$ cat src/rtl/gpio_endpoint_pkg.sv
// Shared types for the GPIO endpoint: pin_out write opcodes
// and the arming delay after reset release.
package gpio_endpoint_pkg;

    typedef enum logic [1:0] {
        WRITE  = 2'd0,
        SET    = 2'd1,
        CLR    = 2'd2,
        TOGGLE = 2'd3
    } wr_op_e;

    localparam int ARM_CYCLES = 3;

endpackage

$ cat src/rtl/gpio_evt_fifo.sv
// Show-ahead event FIFO with sticky overflow flag.
// A push into a full FIFO is accepted only when a pop happens on the same edge.
module gpio_evt_fifo #(
    parameter int WIDTH = 8,
    parameter int DEPTH = 8
) (
    input  logic             clk,
    input  logic             rst,
    input  logic             push,
    input  logic [WIDTH-1:0] din,
    input  logic             pop,
    input  logic             ovf_clr,
    output logic [WIDTH-1:0] dout,
    output logic             full,
    output logic             empty,
    output logic             ovf
);

    localparam int AW = $clog2(DEPTH);

    logic [WIDTH-1:0] mem [DEPTH];
    logic [AW:0]      wr_ptr;
    logic [AW:0]      rd_ptr;
    logic             pop_ok;
    logic             push_ok;
    logic             drop;

    assign empty   = (wr_ptr == rd_ptr);
    assign full    = (wr_ptr[AW] != rd_ptr[AW]) &&
                     (wr_ptr[AW-1:0] == rd_ptr[AW-1:0]);
    assign pop_ok  = pop && !empty;
    assign push_ok = push && (!full || pop_ok);
    assign drop    = push && full && !pop_ok;

    // Gate the head so evt_* read as zero while nothing is queued.
    assign dout = empty ? '0 : mem[rd_ptr[AW-1:0]];

    always_ff @(posedge clk) begin
        if (push_ok) begin
            mem[wr_ptr[AW-1:0]] <= din;
        end
    end

    always_ff @(posedge clk or posedge rst) begin
        if (rst) begin
            wr_ptr <= '0;
            rd_ptr <= '0;
            ovf    <= 1'b0;
        end else begin
            if (push_ok) wr_ptr <= wr_ptr + 1'b1;
            if (pop_ok)  rd_ptr <= rd_ptr + 1'b1;
            if (drop)         ovf <= 1'b1;
            else if (ovf_clr) ovf <= 1'b0;
        end
    end

endmodule

$ cat src/rtl/gpio_endpoint.sv
// GPIO endpoint: pin sync, edge events with timestamps, pin_out commands.
// Define GPIO_DEBOUNCE_EN to add a per-pin debounce filter.
module gpio_endpoint
    import gpio_endpoint_pkg::*;
#(
    parameter int PIN_IN_NUM      = 32,
    parameter int PIN_OUT_NUM     = 32,
    parameter int FIFO_DEPTH      = 8,
    parameter int TS_W            = 16,
    parameter int DEBOUNCE_CYCLES = 4
) (
    input  logic                   clk,
    input  logic                   rst,
    input  logic [PIN_IN_NUM-1:0]  pin_in,
    output logic [PIN_OUT_NUM-1:0] pin_out,
    input  logic [PIN_IN_NUM-1:0]  rise_en,
    input  logic [PIN_IN_NUM-1:0]  fall_en,
    output logic                   evt_valid,
    input  logic                   evt_ready,
    output logic [PIN_IN_NUM-1:0]  evt_pins,
    output logic [PIN_IN_NUM-1:0]  evt_mask,
    output logic [TS_W-1:0]        evt_ts,
    output logic                   ovf,
    input  logic                   ovf_clr,
    input  logic                   wr_valid,
    input  logic [1:0]             wr_op,
    input  logic [PIN_OUT_NUM-1:0] wr_data
);

`ifdef GPIO_DEBOUNCE_EN
    localparam int DB_EN = 1;
`else
    localparam int DB_EN = 0;
`endif

    // Arming also has to cover the debounce filter settling.
    localparam int ARM_LIMIT = ARM_CYCLES + DB_EN * (DEBOUNCE_CYCLES + 1);
    localparam int AC_W      = $clog2(ARM_LIMIT + 1);
    localparam int EW        = 2 * PIN_IN_NUM + TS_W;

    logic [PIN_IN_NUM-1:0] sync1;
    logic [PIN_IN_NUM-1:0] sync2;
    logic [PIN_IN_NUM-1:0] filt;
    logic [PIN_IN_NUM-1:0] prev;
    logic [PIN_IN_NUM-1:0] trig;
    logic [AC_W-1:0]       arm_cnt;
    logic                  armed;
    logic [TS_W-1:0]       ts;
    logic [TS_W-1:0]       ts_next;
    logic [EW-1:0]         fifo_out;
    logic                  fifo_empty;
    logic                  unused_full;
    wr_op_e                op;

    assign armed   = (arm_cnt == AC_W'(ARM_LIMIT));
    assign ts_next = ts + 1'b1;
    assign op      = wr_op_e'(wr_op);

    always_ff @(posedge clk or posedge rst) begin
        if (rst) begin
            sync1   <= '0;
            sync2   <= '0;
            prev    <= '0;
            ts      <= '0;
            arm_cnt <= '0;
        end else begin
            sync1 <= pin_in;
            sync2 <= sync1;
            prev  <= filt;
            ts    <= ts_next;
            if (!armed) arm_cnt <= arm_cnt + 1'b1;
        end
    end

`ifdef GPIO_DEBOUNCE_EN
    localparam int CW = $clog2(DEBOUNCE_CYCLES + 1);

    logic [CW-1:0]         db_cnt [PIN_IN_NUM];
    logic [PIN_IN_NUM-1:0] filt_q;

    always_ff @(posedge clk or posedge rst) begin
        if (rst) begin
            filt_q <= '0;
            for (int i = 0; i < PIN_IN_NUM; i++) db_cnt[i] <= '0;
        end else begin
            for (int i = 0; i < PIN_IN_NUM; i++) begin
                if (sync2[i] == filt_q[i]) begin
                    db_cnt[i] <= '0;
                end else if (db_cnt[i] == CW'(DEBOUNCE_CYCLES - 1)) begin
                    filt_q[i] <= sync2[i];
                    db_cnt[i] <= '0;
                end else begin
                    db_cnt[i] <= db_cnt[i] + 1'b1;
                end
            end
        end
    end

    assign filt = filt_q;
`else
    assign filt = sync2;
`endif

    assign trig = armed ? ((filt & ~prev & rise_en) |
                           (~filt & prev & fall_en)) : '0;

    // The stored stamp is the value ts takes on the capturing edge.
    gpio_evt_fifo #(
        .WIDTH(EW),
        .DEPTH(FIFO_DEPTH)
    ) u_fifo (
        .clk    (clk),
        .rst    (rst),
        .push   (|trig),
        .din    ({filt, trig, ts_next}),
        .pop    (evt_ready),
        .ovf_clr(ovf_clr),
        .dout   (fifo_out),
        .full   (unused_full),
        .empty  (fifo_empty),
        .ovf    (ovf)
    );

    assign evt_valid = !fifo_empty;
    assign {evt_pins, evt_mask, evt_ts} = fifo_out;

    always_ff @(posedge clk or posedge rst) begin
        if (rst) begin
            pin_out <= '0;
        end else if (wr_valid) begin
            unique case (op)
                WRITE:  pin_out <= wr_data;
                SET:    pin_out <= pin_out | wr_data;
                CLR:    pin_out <= pin_out & ~wr_data;
                TOGGLE: pin_out <= pin_out ^ wr_data;
            endcase
        end
    end

endmodule

$ cat config.mk
export PLATFORM = sky130hd
export DESIGN_NAME = gpio_endpoint
export DESIGN_NICKNAME = d
export VERILOG_FILES = /design/src/rtl/gpio_endpoint_pkg.sv /design/src/rtl/gpio_evt_fifo.sv /design/src/rtl/gpio_endpoint.sv
export SDC_FILE = /design/constraint.sdc
export NUM_CORES = 1
export LEC_CHECK = 0
export ABC_AREA = 0
export ABC_CLOCK_PERIOD_IN_PS = 17450
export BUFFER_PORTS_ARGS = -buffer_cell sky130_fd_sc_hd__buf_2
export CAP_MARGIN = 20
export CORE_MARGIN = 2
export CORE_UTILIZATION = 55
export DETAILED_ROUTE_END_ITERATION = 16
export HOLD_SLACK_MARGIN = 0.15
export PLACE_DENSITY_LB_ADDON = 0.25
export REMOVE_ABC_BUFFERS = 1
export SYNTH_ARGS = -nofsm -noshare
export SYNTH_HDL_FRONTEND = slang
export SYNTH_SLANG_ARGS = --single-unit
$ cat constraint.sdc
create_clock -name clk -period 17.45 [get_ports clk]
set_clock_uncertainty 0.2 [all_clocks]
set_input_delay 1.745 -clock clk [delete_from_list [all_inputs] [get_ports clk]]
set_output_delay 1.745 -clock clk [all_outputs]
set_load 0.1 [all_outputs]
# [Yosys cells after proc, flatten, opt, wreduce, memory -nomap -nowiden]
# Memories as Yosys holds them, arrays and structs flattened.
# Cells that the tools add are included.
[totals] output_inout_bits=114 memories=1 wordCells=51 ff_bits=155 input_bits=135 ram_bits=640
[mem_list] name="u_fifo.mem" words=8 width=80 read_ports=1 rd_ports_with_merged_regs=0 write_ports=1 line_no="gpio_evt_fifo.sv:21" rtl="logic [WIDTH-1:0] mem [DEPTH];"
[op_classes] n_bitwise=11 reduce_logical=12 eq_ne=7 muxes=7 addsub=4
[ops] operator="bitwise AND 32 bit" count=5
[ops] operator="case mux 32 bit (4 select lines)" count=1
[ops] operator="inverter 32 bit" count=3
[ops] operator="two-way mux 80 bit" count=1
[ops] operator="bitwise OR 32 bit" count=2
[ops] operator="two-way mux 32 bit" count=1
[ops] operator="OR reduction 32 bit" count=1
[ops] operator="bitwise XOR 32 bit" count=1
[ops] operator="adder 16 x 1 -> 16 bit, second input constant" count=1
[ops] operator="adder 4 x 1 -> 4 bit, second input constant" count=2
[ops] operator="equality test 2 bit, second input constant" count=3
[ops] operator="logical AND 1 bit" count=5
[ops] operator="equality test 4 bit" count=1
[ops] operator="two-way mux 1 bit" count=4
[ops] operator="equality test 3 bit" count=1
[ops] operator="logical NOT 1 bit" count=3
[ops] operator="adder 2 x 1 -> 2 bit, second input constant" count=1
[ops] operator="equality test 2 x 1 -> 1 bit, second input constant" count=1
[ops] operator="logical NOT 2 bit" count=1
[ops] operator="nonzero test 2 bit" count=1
[ops] operator="logical OR 1 bit" count=1
[ops] operator="inequality test 1 bit" count=1

# [Logic depth before layout (Yosys ltp)]
[logic_depth] depth_word=9 depth_mapped=9 mapped_depth_nobuf=7

# [Hierarchy]
# Synthesis repeated with hierarchy kept, for this count alone.
[hier_totals] cells_unflattened=1647 hier_area_um2=31921.9
[by_module_without_submodules] mod="gpio_evt_fifo" instances=1 area_per_inst_um2=24930.2 cells_per_inst=1075 seq_area_each_um2=19443.6
[by_module_without_submodules] mod="gpio_endpoint" instances=1 area_per_inst_um2=6991.7 cells_per_inst=572 seq_area_each_um2=3653.5

# [Worst setup path before layout]
# OpenSTA, ideal clock, no wires.
[synth_timing] kind="input-to-reg" startpoint="input fall_en[6]" endpoint="memory u_fifo.mem[0][0] in the netlist's numbering (enable)" setup_time_ps=715 stages=6 arrival_ps=9894 required_time_ps=16535 path_slack_ps=6641 n_path_buf=0 cell_sequence="nand4b_1 -> nand2_1 -> nor4_1 -> nand4_2 -> o21ai_4 -> nor4_1"
[synth_between] elab_chain_cells=7
[synth_lines] element="start: declaration" line_no="gpio_endpoint.sv:17" rtl="input logic [PIN_IN_NUM-1:0] fall_en,"
[synth_lines] element="bitwise AND 32 bit" line_no="gpio_endpoint.sv:105" rtl="(~filt & prev & fall_en)) : '0;"
[synth_lines] element="bitwise OR 32 bit" line_no="gpio_endpoint.sv:104" rtl="assign trig = armed ? ((filt & ~prev & rise_en) |"
[synth_lines] element="two-way mux 32 bit" line_no="gpio_endpoint.sv:104"
[synth_lines] element="via trig[6]" line_no="gpio_endpoint.sv:45" rtl="logic [PIN_IN_NUM-1:0] trig;"
[synth_lines] element="OR reduction 32 bit" line_no="gpio_endpoint.sv:114" rtl=".push (|trig),"
[synth_lines] element="logical AND 1 bit" line_no="gpio_evt_fifo.sv:32" rtl="assign push_ok = push && (!full || pop_ok);"
[synth_lines] element="two-way mux 1 bit" line_no="gpio_evt_fifo.sv:39" rtl="if (push_ok) begin"
[synth_lines] element="two-way mux 1 bit (implied by the code)" line_no="gpio_evt_fifo.sv:40" rtl="mem[wr_ptr[AW-1:0]] <= din;"
[synth_lines] element="end: declaration" line_no="gpio_evt_fifo.sv:21"
# The timed path passes the listed nets, and every way through them passes these cells.

# [Final worst setup path]
[layout_timing] startpoint="register u_fifo.rd_ptr[0]" endpoint="output evt_mask[3]"
[layout_between] elab_chain_cells=2 word_cells_on_any_way=3 cone_classes="eq/ne: 1; mux: 1; memory: 1"
[layout_lines] element="start: declaration" line_no="gpio_evt_fifo.sv:23" rtl="logic [AW:0] rd_ptr;"
[layout_lines] element="start signal: assignment" line_no="gpio_evt_fifo.sv:51" rtl="if (pop_ok) rd_ptr <= rd_ptr + 1'b1;"
[layout_lines] element="memory read (8 x 80 bit) / equality test 4 bit (equally long branches)"
[layout_lines] element="two-way mux 80 bit (*)" line_no="gpio_evt_fifo.sv:36" rtl="assign dout = empty ? '0 : mem[rd_ptr[AW-1:0]];"
[layout_lines] element="end: declaration" line_no="gpio_endpoint.sv:21" rtl="output logic [PIN_IN_NUM-1:0] evt_mask,"
# Every way passes the cells marked *; elsewhere a longest branch is shown, timed or not.

==> impl_metrics.csv <==
group,metric,value,unit
routing,dr.pass1.iters,7,
routing,avgRoutedWirePerCell,23.75,um
timing,finalCritPeriodShare,33.84,%
logic_synthesis,ys_warn_count,0,
cells_and_area,multi_input_area,7901,sq um
grt,grt.total_usage,22.40,%
timing,period_minus_slack,5.905,ns
logic_synthesis,synth_area,31680,sq um
timing,hold_viol_final,0,
critical_path,path_cells,"buf_12 > buf_4 > mux4_2 > mux2i_1 > nor2_1 > buf_2",
floorplan,die_area,59530,sq um
timing,maxSlewHeadroom,22.92,%
floorplan,core-area,56710,sq um
logic_synthesis,synth-edff-count,640,
routing,ant_nets,0,
logic_synthesis,yosys_register_bits,795,
logic_synthesis,ys_types,32,
critical_path,rr_startpoint,"arm_cnt[0]$_DFFE_PP0N_",
floorplan,die_h,244.0,um
logic_synthesis,synth_xor_area_share,0.6913,%
logic_synthesis,synthArstFlopShare,19.50,%
cells_and_area,drive_gt1_share,30.89,%
cells_and_area,syn2layout_area_growth,15.07,%
grt,grt_max_degree,121,
critical_path,rrSetupSlack,12.96,ns
floorplan,initial_core_util,55.85,%
min_path,hold_class,"flip-flop to flip-flop",
critical_path,ff2ff_path_depth,8,
cells_and_area,final_common_cell,"edfxtp_1",
critical_path,crit_required,15.50,ns
min_path,holdPathStages,0,
place,place_congestion,0.7129,
logic_synthesis,synth.area.mux_share,16.29,%
grt,grt_overflow,0,
routing,wl,65220,um
clock_tree,clock-root-buffer,"clkbuf_16",
clock_tree,numCtsBuffers,81,
clock_tree,cts_max_level,3,
cells_and_area,regArea,23110,sq um
floorplan,die_w,244.0,um
logic_synthesis,synth_compound_area_share,0.6162,%
cells_and_area,n_fill_cell,3867,
min_path,holdPathEnd,"filt[22]$_DFF_PP0_",
timing,worstMarginPinSlew,1.156,ns
timing,tns,0,ns
logic_synthesis,synth_top_family_by_area,"multiplexers",
timing,slew_viol_final,0,
logic_synthesis,synthCells,1639,
critical_path,start_kind,"flip-flop",
logic_synthesis,yosysSeqAreaShare,72.92,%
timing,finalSetupViolCount,0,
place,dp_hpwl,36240,um
routing,drt_iter0_markers,1292,
floorplan,fp-row-count,87,
routing,vias,15957,
flow_run,cap_violations,0,
cells_and_area,nets,2125,
clock_tree,cts_tree,"built",
min_path,hp-start,"sync1[22]$_DFF_PP0_",
critical_path,reg2reg_to,"u_fifo.mem[6][33]$_DFFE_PP_",
critical_path,crit_arrival,3.96,ns
grt,grt_pass1_vias,17023,
logic_synthesis,synth-simple-area-share,4.483,%
outcome,status,"completed",
grt,antenna_found_initial,5,
logic_synthesis,syn_avg_cell_area,19.33,sq um
logic_synthesis,synth_ff_type,"edfxtp_1",
grt,grt_pass1_wl,100000,um
critical_path,path_max_fanout,120,
timing,rsz0062_at_grt,"false",
logic_synthesis,synth_fa_ha_area_share,2.686,%
clock_tree,clk_latency,0.61,ns
place,io_buffers,248,
clock_tree,clockBufferDepth,3,
timing,fmax,0.1694,GHz
critical_path,critPathMaxStageDelay,0.84,ns
routing,drc_errors,0,
clock_tree,cts.sinks,795,
floorplan,ios,249,
critical_path,crit_slowest_cell,"buf_4",
clock_tree,clkSlewWorstSetupHoldPaths,0.06,ns
routing,vias_per_cell,5.811,
clock_tree,post-cts-setup-buffers,0,
critical_path,setup.worst_path.class,"flip-flop to primary output",
cells_and_area,final_cell_mix,"edfxtp_1, buf_2, mux4_2",
critical_path,critPathCaptureType,"primary output",
[critical path, delay by kind of cell, from the launching register on]
family	cells	cell delay, ns
AND/OR/NAND/NOR	1	0.34
flip-flops	1	0.43
buffers and inverters	3	2.10
multiplexers	2	0.44
[Yosys cell counts, types with 3 or more instances]
cell | instances | area, sq um
nand3_1 | 7 | 35.03
mux4_2 | 192 | 4324
ha_1 | 68 | 850.8
nor4_2 | 6 | 75.07
buf_6 | 4 | 45.04
edfxtp_1 | 640 | 19220
nand2_1 | 72 | 270.3
and3_1 | 3 | 18.77
buf_1 | 20 | 75.07
clkbuf_1 | 35 | 131.4
nand2b_1 | 3 | 18.77
nand4b_1 | 64 | 560.5
inv_1 | 102 | 382.9
xor2_1 | 8 | 70.07
buf_2 | 20 | 100.1
dfrtp_1 | 155 | 3879
o21ai_0 | 33 | 165.2
mux2i_1 | 80 | 800.8
nor4_1 | 4 | 25.02
nor3_1 | 5 | 25.02
xnor2_1 | 17 | 148.9
nor2_1 | 87 | 326.6
[worst max-delay path by stage]
stage / start / to / slack, ns / cells after the start
final: u_fifo.rd_ptr[0]$_DFFE_PP0P_ / evt_mask[3] / 11.55 / 6
after floorplan: u_fifo.rd_ptr[0]$_DFFE_PP0P_ / u_fifo.mem[0][0]$_DFFE_PP_ / 2.24 / 5
after CTS: u_fifo.rd_ptr[0]$_DFFE_PP0P_ / evt_mask[3] / 11.39 / 6
after detailed placement: u_fifo.rd_ptr[0]$_DFFE_PP0P_ / evt_mask[3] / 12.06 / 6
after global routing: u_fifo.rd_ptr[0]$_DFFE_PP0P_ / evt_mask[3] / 11.13 / 6
after global placement: u_fifo.rd_ptr[0]$_DFFE_PP0P_ / evt_mask[3] / 12.07 / 6
[metrics by stage]
| step | util, % | setup WS (ns) | cells | hold WS [ns] | instance area (sq um) |
|---|---|---|---|---|---|
| floorplan | - | 2.238 | 1560 | 0.1312 | 31320 |
| global placement | 59.58 | 12.07 | 2589 | 0.1320 | 33790 |
| detailed placement | 59.58 | 12.06 | 2589 | 0.1347 | 33790 |
| CTS | 64.21 | 11.39 | 2743 | 0.1508 | 36410 |
| global route | 64.26 | 11.13 | 2744 | 0.1540 | 36440 |
| finish | 64.27 | 11.55 | 2746 | 0.1485 | 36450 |
[layout make-up]
cell class                      instances  share of cell area, %
Sequential cell                       795                  63.40
Multi-Input combinational cell        663                  21.68
Clock buffer                          110                  6.286
Timing Repair Buffer                  279                  4.168
Tap cell                              756                  2.595
Inverter                              102                  1.071
Clock inverter                         39                 0.7861
Antenna cell                            2                0.01373
[sequential cells by signal, indices dropped and copies added, names as in the netlist]
register	cells
arm_cnt	2
filt	32
pin_out	32
prev	32
sync1	32
ts	16
u_fifo.mem	640
u_fifo.ovf	1
u_fifo.rd_ptr	4
u_fifo.wr_ptr	4
[metal layers]
layer  GRT usage, %  share of wire [%]  wire, um  up-vias
met2          37.04                 50     32400      480
met1          30.43                 42     27390     8429
met5              0              0.075        49        -
li1               -                  -         -     6974
met4          5.434                1.3       829        8
met3          5.465                7.0      4546       66
[what timing repair did]
action                    CTS  global route
resized for setup           0             0
hold endpoints to repair    5             0
hold buffers                5             0
[cell families after synthesis]
group                      Yosys count
and+or+nand+nor                    259
xor gates and xnor gates            25
DFF                                795
AOI/OAI and AO/OA                   36
buffers and inverters              181
muxes                              275
adders and majority gates           68
Power is left out: the tool's default activity adds up to more than one toggle a clock period on the data nets, which glitch-free logic cannot reach.
